$ cat src/rtl/cfg_serial_loader_pkg.sv
// Shared definitions for the configuration serial loader: default register
// lengths, derived frame geometry and the controller state encoding.
package cfg_serial_loader_pkg;

   // Number of whole bytes needed to carry an n-bit frame
   function automatic int frame_bytes(input int n);
      return (n + 7) / 8;
   endfunction

   localparam int SIZESRSTAT_DEF  = 88;
   localparam int SIZESRDYN_DEF   = 16;
   localparam int FRAME_BITS_DEF  = SIZESRSTAT_DEF + SIZESRDYN_DEF;
   localparam int FRAME_BYTES_DEF = frame_bytes(FRAME_BITS_DEF);

   typedef enum logic [2:0] {
      ST_IDLE  = 3'd0,
      ST_LOAD  = 3'd1,
      ST_SHIFT = 3'd2,
      ST_LATCH = 3'd3,
      ST_FIN   = 3'd4
   } state_t;

endpackage

$ cat src/rtl/cfg_sclk_gen.sv
// Serial clock divider: while enabled it produces a low phase of CLKDIV
// cycles followed by a high phase of CLKDIV cycles, with single-cycle strobes
// marking the start of each period, the first high cycle and the last cycle.
module cfg_sclk_gen #(
   parameter int CLKDIV = 4
) (
   input  logic clk,
   input  logic srst,
   input  logic en,
   output logic sclk,
   output logic fall_stb,
   output logic rise_stb,
   output logic end_stb
);

   localparam int DIV_W = (CLKDIV > 1) ? $clog2(CLKDIV) : 1;
   localparam logic [DIV_W-1:0] DIV_LAST = DIV_W'(CLKDIV - 1);

   logic [DIV_W-1:0] div_cnt_reg;
   logic             phase_reg;

   // Divider restarts from the low phase whenever it is disabled
   always_ff @(posedge clk) begin
      if (srst || !en) begin
         div_cnt_reg <= '0;
         phase_reg   <= 1'b0;
      end else if (div_cnt_reg == DIV_LAST) begin
         div_cnt_reg <= '0;
         phase_reg   <= ~phase_reg;
      end else begin
         div_cnt_reg <= div_cnt_reg + 1'b1;
      end
   end

   assign sclk     = phase_reg;
   assign fall_stb = en && !phase_reg && (div_cnt_reg == '0);
   assign rise_stb = en &&  phase_reg && (div_cnt_reg == '0);
   assign end_stb  = en &&  phase_reg && (div_cnt_reg == DIV_LAST);

endmodule

$ cat src/rtl/cfg_serial_loader.sv
// Collects a configuration frame byte-by-byte from a host, shifts it MSB
// first into an external config shift register and compares the bits that
// come back out of the chain against the previously loaded frame.
module cfg_serial_loader
   import cfg_serial_loader_pkg::*;
#(
   parameter int SIZESRSTAT = SIZESRSTAT_DEF,
   parameter int SIZESRDYN  = SIZESRDYN_DEF,
   parameter int CLKDIV     = 4
) (
   input  logic       CLK,
   input  logic       RST,
   input  logic [7:0] BYTE_IN,
   input  logic       BYTE_VALID,
   output logic       BYTE_READY,
   output logic       SCLK_OUT,
   output logic       SEL_OUT,
   output logic       SDI_OUT,
   input  logic       SDO_IN,
   output logic       BUSY,
   output logic       DONE,
   output logic       RB_ERR
);

   // Frame geometry; frames are assumed longer than one byte
   localparam int N      = SIZESRSTAT + SIZESRDYN;
   localparam int B      = frame_bytes(N);
   localparam int BW     = B * 8;
   localparam int BIT_W  = $clog2(N + 1);
   localparam int BYTE_W = $clog2(B + 1);

   state_t state_reg, state_next;

   logic [BYTE_W-1:0] byte_cnt_reg;
   logic [BIT_W-1:0]  bit_cnt_reg;
   logic [BW-1:0]     load_reg;
   logic [N-1:0]      rb_reg;
   logic [N-1:0]      prev_reg;
   logic              prev_valid_reg;
   logic              rb_err_reg;

   logic sclk_int, fall_stb, rise_stb, end_stb;
   logic gen_en;
   logic byte_acc;
   logic shifting;
   logic latch_end;

   // The divider also times the LATCH hold, whose length equals one bit period
   assign gen_en    = (state_reg == ST_SHIFT) || (state_reg == ST_LATCH);
   assign byte_acc  = BYTE_VALID && BYTE_READY;
   assign shifting  = (state_reg == ST_SHIFT);
   assign latch_end = (state_reg == ST_LATCH) && end_stb;

   cfg_sclk_gen #(
      .CLKDIV (CLKDIV)
   ) u_sclk_gen (
      .clk      (CLK),
      .srst     (RST),
      .en       (gen_en),
      .sclk     (sclk_int),
      .fall_stb (fall_stb),
      .rise_stb (rise_stb),
      .end_stb  (end_stb)
   );

   // State register
   always_ff @(posedge CLK) begin
      if (RST) state_reg <= ST_IDLE;
      else     state_reg <= state_next;
   end

   // Next-state and output decode
   always_comb begin
      state_next = state_reg;
      BYTE_READY = 1'b0;
      SEL_OUT    = 1'b0;
      SCLK_OUT   = 1'b0;
      SDI_OUT    = 1'b0;
      BUSY       = 1'b1;
      DONE       = 1'b0;
      case (state_reg)
         ST_IDLE: begin
            BUSY       = 1'b0;
            BYTE_READY = !RST;
            if (byte_acc) state_next = ST_LOAD;
         end
         ST_LOAD: begin
            BYTE_READY = !RST;
            if (byte_acc && (byte_cnt_reg == BYTE_W'(B - 1))) state_next = ST_SHIFT;
         end
         ST_SHIFT: begin
            SEL_OUT  = 1'b1;
            SCLK_OUT = sclk_int;
            SDI_OUT  = load_reg[N-1];
            // bit_cnt counts periods started, so N here means the last bit ends now
            if (end_stb && (bit_cnt_reg == BIT_W'(N))) state_next = ST_LATCH;
         end
         ST_LATCH: begin
            if (end_stb) state_next = ST_FIN;
         end
         ST_FIN: begin
            DONE       = 1'b1;
            state_next = ST_IDLE;
         end
         default: begin
            state_next = ST_IDLE;
         end
      endcase
   end

   // Byte collection; the top pad bits of byte 0 fall off above bit N-1
   always_ff @(posedge CLK) begin
      if (RST) begin
         byte_cnt_reg <= '0;
         load_reg     <= '0;
      end else if (byte_acc) begin
         load_reg     <= {load_reg[BW-9:0], BYTE_IN};
         byte_cnt_reg <= (state_reg == ST_IDLE) ? BYTE_W'(1) : byte_cnt_reg + 1'b1;
      end else if (shifting && end_stb) begin
         // Rotate so the frame is intact again after N bits and can become the reference
         load_reg[N-1:0] <= {load_reg[N-2:0], load_reg[N-1]};
      end
   end

   // Bit period counter, cleared outside SHIFT
   always_ff @(posedge CLK) begin
      if (RST || !shifting) bit_cnt_reg <= '0;
      else if (fall_stb)    bit_cnt_reg <= bit_cnt_reg + 1'b1;
   end

   // Readback capture on each serial clock rise, first sample lands in the MSB
   always_ff @(posedge CLK) begin
      if (RST)                       rb_reg <= '0;
      else if (shifting && rise_stb) rb_reg <= {rb_reg[N-2:0], SDO_IN};
   end

   // Compare and record the reference on entry to FIN so RB_ERR is valid with DONE
   always_ff @(posedge CLK) begin
      if (RST) begin
         prev_reg       <= '0;
         prev_valid_reg <= 1'b0;
         rb_err_reg     <= 1'b0;
      end else if (latch_end) begin
         rb_err_reg     <= prev_valid_reg && (rb_reg != prev_reg);
         prev_reg       <= load_reg[N-1:0];
         prev_valid_reg <= 1'b1;
      end
   end

   assign RB_ERR = rb_err_reg;

endmodule

$ cat config.mk
export PLATFORM = sky130hd
export DESIGN_NAME = cfg_serial_loader
export DESIGN_NICKNAME = d
export VERILOG_FILES = /design/src/rtl/cfg_serial_loader_pkg.sv /design/src/rtl/cfg_sclk_gen.sv /design/src/rtl/cfg_serial_loader.sv
export SDC_FILE = /design/constraint.sdc
export NUM_CORES = 1
export LEC_CHECK = 0
export CAP_MARGIN = 10
export CORE_MARGIN = 10
export CORE_UTILIZATION = 50
export CTS_CLUSTER_DIAMETER = 30
export DETAILED_ROUTE_END_ITERATION = 8
export PLACE_DENSITY = 0.76
export SLEW_MARGIN = 20
export SYNTH_ARGS = -nofsm -noshare
export SYNTH_HDL_FRONTEND = slang
export SYNTH_SLANG_ARGS = --single-unit
export TNS_END_PERCENT = 100
$ cat constraint.sdc
create_clock -name CLK -period 1.95 [get_ports CLK]
set_input_delay 0.195 -clock CLK [delete_from_list [all_inputs] [get_ports CLK]]
set_output_delay 0.195 -clock CLK [all_outputs]
set_load 0.02 [all_outputs]
==> results_dict.tcl <==
set metrics [dict create \
    start_kind "flop" \
    fin_crit_sh_pct 96.5 \
    synth_nets 1745 \
    fmax_ghz 0.531 \
    final.setup.tns_ns 0 \
    slowest_stage "dfxtp_1" \
    hold_path.class "primary input to flop" \
    yosysTopAreaCellShare_pct 48.3 \
    netlist-cell-type-count 43 \
    cts.sinks 331 \
    grt_max_degree 146 \
    routed_wirelength_um 35300 \
    core_area_um2 27000 \
    report.final.slew_viol_count 0 \
    clock-skew-final_ns 0.0279 \
    syn_area_per_cell_um2 7.94 \
    portBuffers 18 \
    overflow 0 \
    insertion_delay_ns 0.59 \
    route.detailed.drc 0 \
    dr.first_iter.drc_count 1339 \
    powerDensity_nw_per_um2 1130 \
    cp.arrival_ns 1.69 \
    grt_usage_pct 20.4 \
    worst_pin_slew_ns 0.669 \
    cts_inserted_buffers 58 \
    rsz0062_at_grt "false" \
    seq_area_frac_synth_pct 48.3 \
    antenna_found_initial 0 \
    grt_pass1_wl_um 58000 \
    ir_drop_mv 0.778 \
    timing.rr.end "load_reg[46]$_SDFFE_PP0P_" \
    fp.dieArea_um2 34500 \
    num_antenna_cells 0 \
    htree_levels 2 \
    worstHoldStart "SDO_IN" \
    postLayoutCoreUtil_pct 60.7 \
    dp.cells 1998 \
    p_leak_nw 5.47 \
    grt_pass1_vias 11200 \
    min_path_cells 3 \
    dp_hpwl_um 22300 \
    finalNetCount 1735 \
    cts_max_path_buffers 3 \
    rrSetupSlack_ns 0.08 \
    status "finished, final reports clean" \
    vias_per_cell 5.62 \
    path_class "flop to output port" \
    design_area_um2 16400 \
    area_growth_pct 19.2 \
    rows 60 \
    min_period_ns 1.88 \
    synth-seq-cells 331 \
    place_area_um2 14200 \
    async_flop_share_pct 0 \
    drive_gt1_share_pct 9.69 \
    post_cts_buffers 0 \
    synth_warnings 0 \
    holdPathEnd "rb_reg[0]$_SDFFE_PP0P_" \
    postCtsHoldBufs 0 \
    synth_top_cell_by_area "dfxtp_1" \
    slowest_delay_ns 0.43 \
    ios 19 \
    reg2reg_depth 6 \
    wl_per_cell_um 16.8 \
    cts_tree "built" \
    synth_area_um2 13700 \
    final_cells 2106 \
    crit_path_cell_trace "nor2_4 > buf_4 > and2_1 > clkdlybuf4s15_1" \
    worstPathRequired_ns 1.75 \
    cts.reportedPaths.clkPinSlew_ns 0.05 \
    hold_violations 0 \
    synth_area_leaders "dfxtp_1 (48%), nand2_1 (17%), a21oi_1 (7.8%), a311oi_1 (6.0%), xnor2_1 (5.3%)" \
    first_pass_iters 8 \
    synth_edf_count 0 \
    power_mw 18.5 \
    critPathMaxFanout 7 \
    setup_violations 0 \
    globalplace.congestion 0.872 \
    crit-reg2reg-launch "state_reg[2]$_SDFFE_PP0P_" \
    synth_ff_type "dfxtp_1" \
    die_y_um 186 \
    ctsResizeCount 9 \
    cap_violations 0 \
    die_x_um 186 \
    cts-root-buf "clkbuf_16" \
    cp-end-kind "output port" \
    vias 11800 \
    relSlewSlack_pct 55.4 \
    start_util_pct 50.9 \
    synth_cells 1727 \
    ant_nets 0 \
]
## logic make-up (layout without fill, tap and decap cells)
| logic type | Yosys count | count (layout) | share of synthesized area, % |
|---|---|---|---|
| AO/OA/AOI/OAI | 327 | 327 | 15.3 |
| XOR/XNOR | 110 | 110 | 7.02 |
| adder cells (fa/ha/maj) | 6 | 6 | 0.547 |
| buffers and inverters | 136 | 174 | 4.99 |
| flip-flops | 331 | 331 | 48.3 |
| AND/OR/NAND/NOR | 817 | 817 | 23.8 |
## placed cells by master (no fill, tap or decap), drive strengths merged, types with 3 or more instances in the layout
master | Yosys | routed
a311oi | 104 | 104
dlygate4sd2 | 0 | 3
nand2 | 634 | 634
nor2 | 120 | 120
nor3b | 3 | 3
nand4 | 24 | 24
o21ai | 3 | 3
clkinvlp | 0 | 9
dfxtp | 331 | 331
bufinv | 0 | 10
ha | 6 | 6
a21oi | 215 | 215
clkinv | 0 | 12
clkdlybuf4s50 | 0 | 11
nand3 | 4 | 4
xor2 | 27 | 27
and2 | 3 | 3
inv | 6 | 16
nor4 | 11 | 11
xnor2 | 83 | 83
clkbuf | 62 | 68
buf | 68 | 43
nor3 | 3 | 3
## power by group
part           total, mW  internal [mW]  switching, mW
Sequential          7.09           6.91          0.180
Combinational      0.614          0.223          0.391
Clock               10.8           7.07           3.70
Total               18.5           14.2           4.27
## layout make-up
type / count / area, µm²
multi-input cells: 1260 / 6440
fillers: 2176 / 10600
clock buffers: 67 / 1540
repair buffers: 60 / 718
flip-flops and latches: 331 / 6630
well taps: 341 / 427
inverters: 6 / 22.5
clock inverters: 41 / 581
## per-stage QoR
stage	worst slack, ns	hold WS, ns
finish	0.0677	0.179
global route	0.00291	0.198
CTS	0.00442	0.165
detailed placement	0.0190	0.451
global placement	0.0958	0.437
floorplan	0.103	0.331
## critical path: cells and delay by family (launching register included)
family	cells	cell delay [ns]
flip-flops	1	0.43
AND/OR/NAND/NOR	2	0.23
buffers and inverters	2	0.44
## synthesized netlist by cell type (2+ instances only)
library cell and n:
nor4_1 11, and2_1 3, nand2_1 634, buf_4 8, nor3b_1 2, nand3b_1 2, inv_1 6, dfxtp_1 331
a21oi_1 215, xor2_1 27, buf_2 43, nand3_1 4, ha_1 6, o21ai_0 3, buf_6 12, clkbuf_1 62
a311oi_2 10, nand4_1 24, nor3_1 2, xnor2_1 83, buf_1 5, or3_1 2, a311oi_1 94, nor2_1 119
## layer usage
layer  share of wire (%)  track usage [%]  vias to the layer above  routed length, µm
li1                    -                -                     5772                  -
met1                  45             27.2                     5633              15800
met3                 6.1             3.47                       68               2140
met4                 2.4             7.00                        0                864
met5                   0                0                        -                  0
met2                  47             32.6                      353              16500
## worst max path at each step
stage	start	slack [ns]	to
2_1_floorplan	state_reg[2]$_SDFFE_PP0P_	0.10	load_reg[26]$_SDFFE_PP0P_
3_3_place_gp	BYTE_VALID	0.1	load_reg[4]$_SDFFE_PP0P_
3_5_place_dp	BYTE_VALID	0.02	load_reg[2]$_SDFFE_PP0P_
4_1_cts	state_reg[2]$_SDFFE_PP0P_	0.004	SDI_OUT
5_1_grt	state_reg[2]$_SDFFE_PP0P_	0.003	SEL_OUT
6_report	state_reg[2]$_SDFFE_PP0P_	0.07	SEL_OUT
Note: power is estimated with default switching activity, not from simulation.
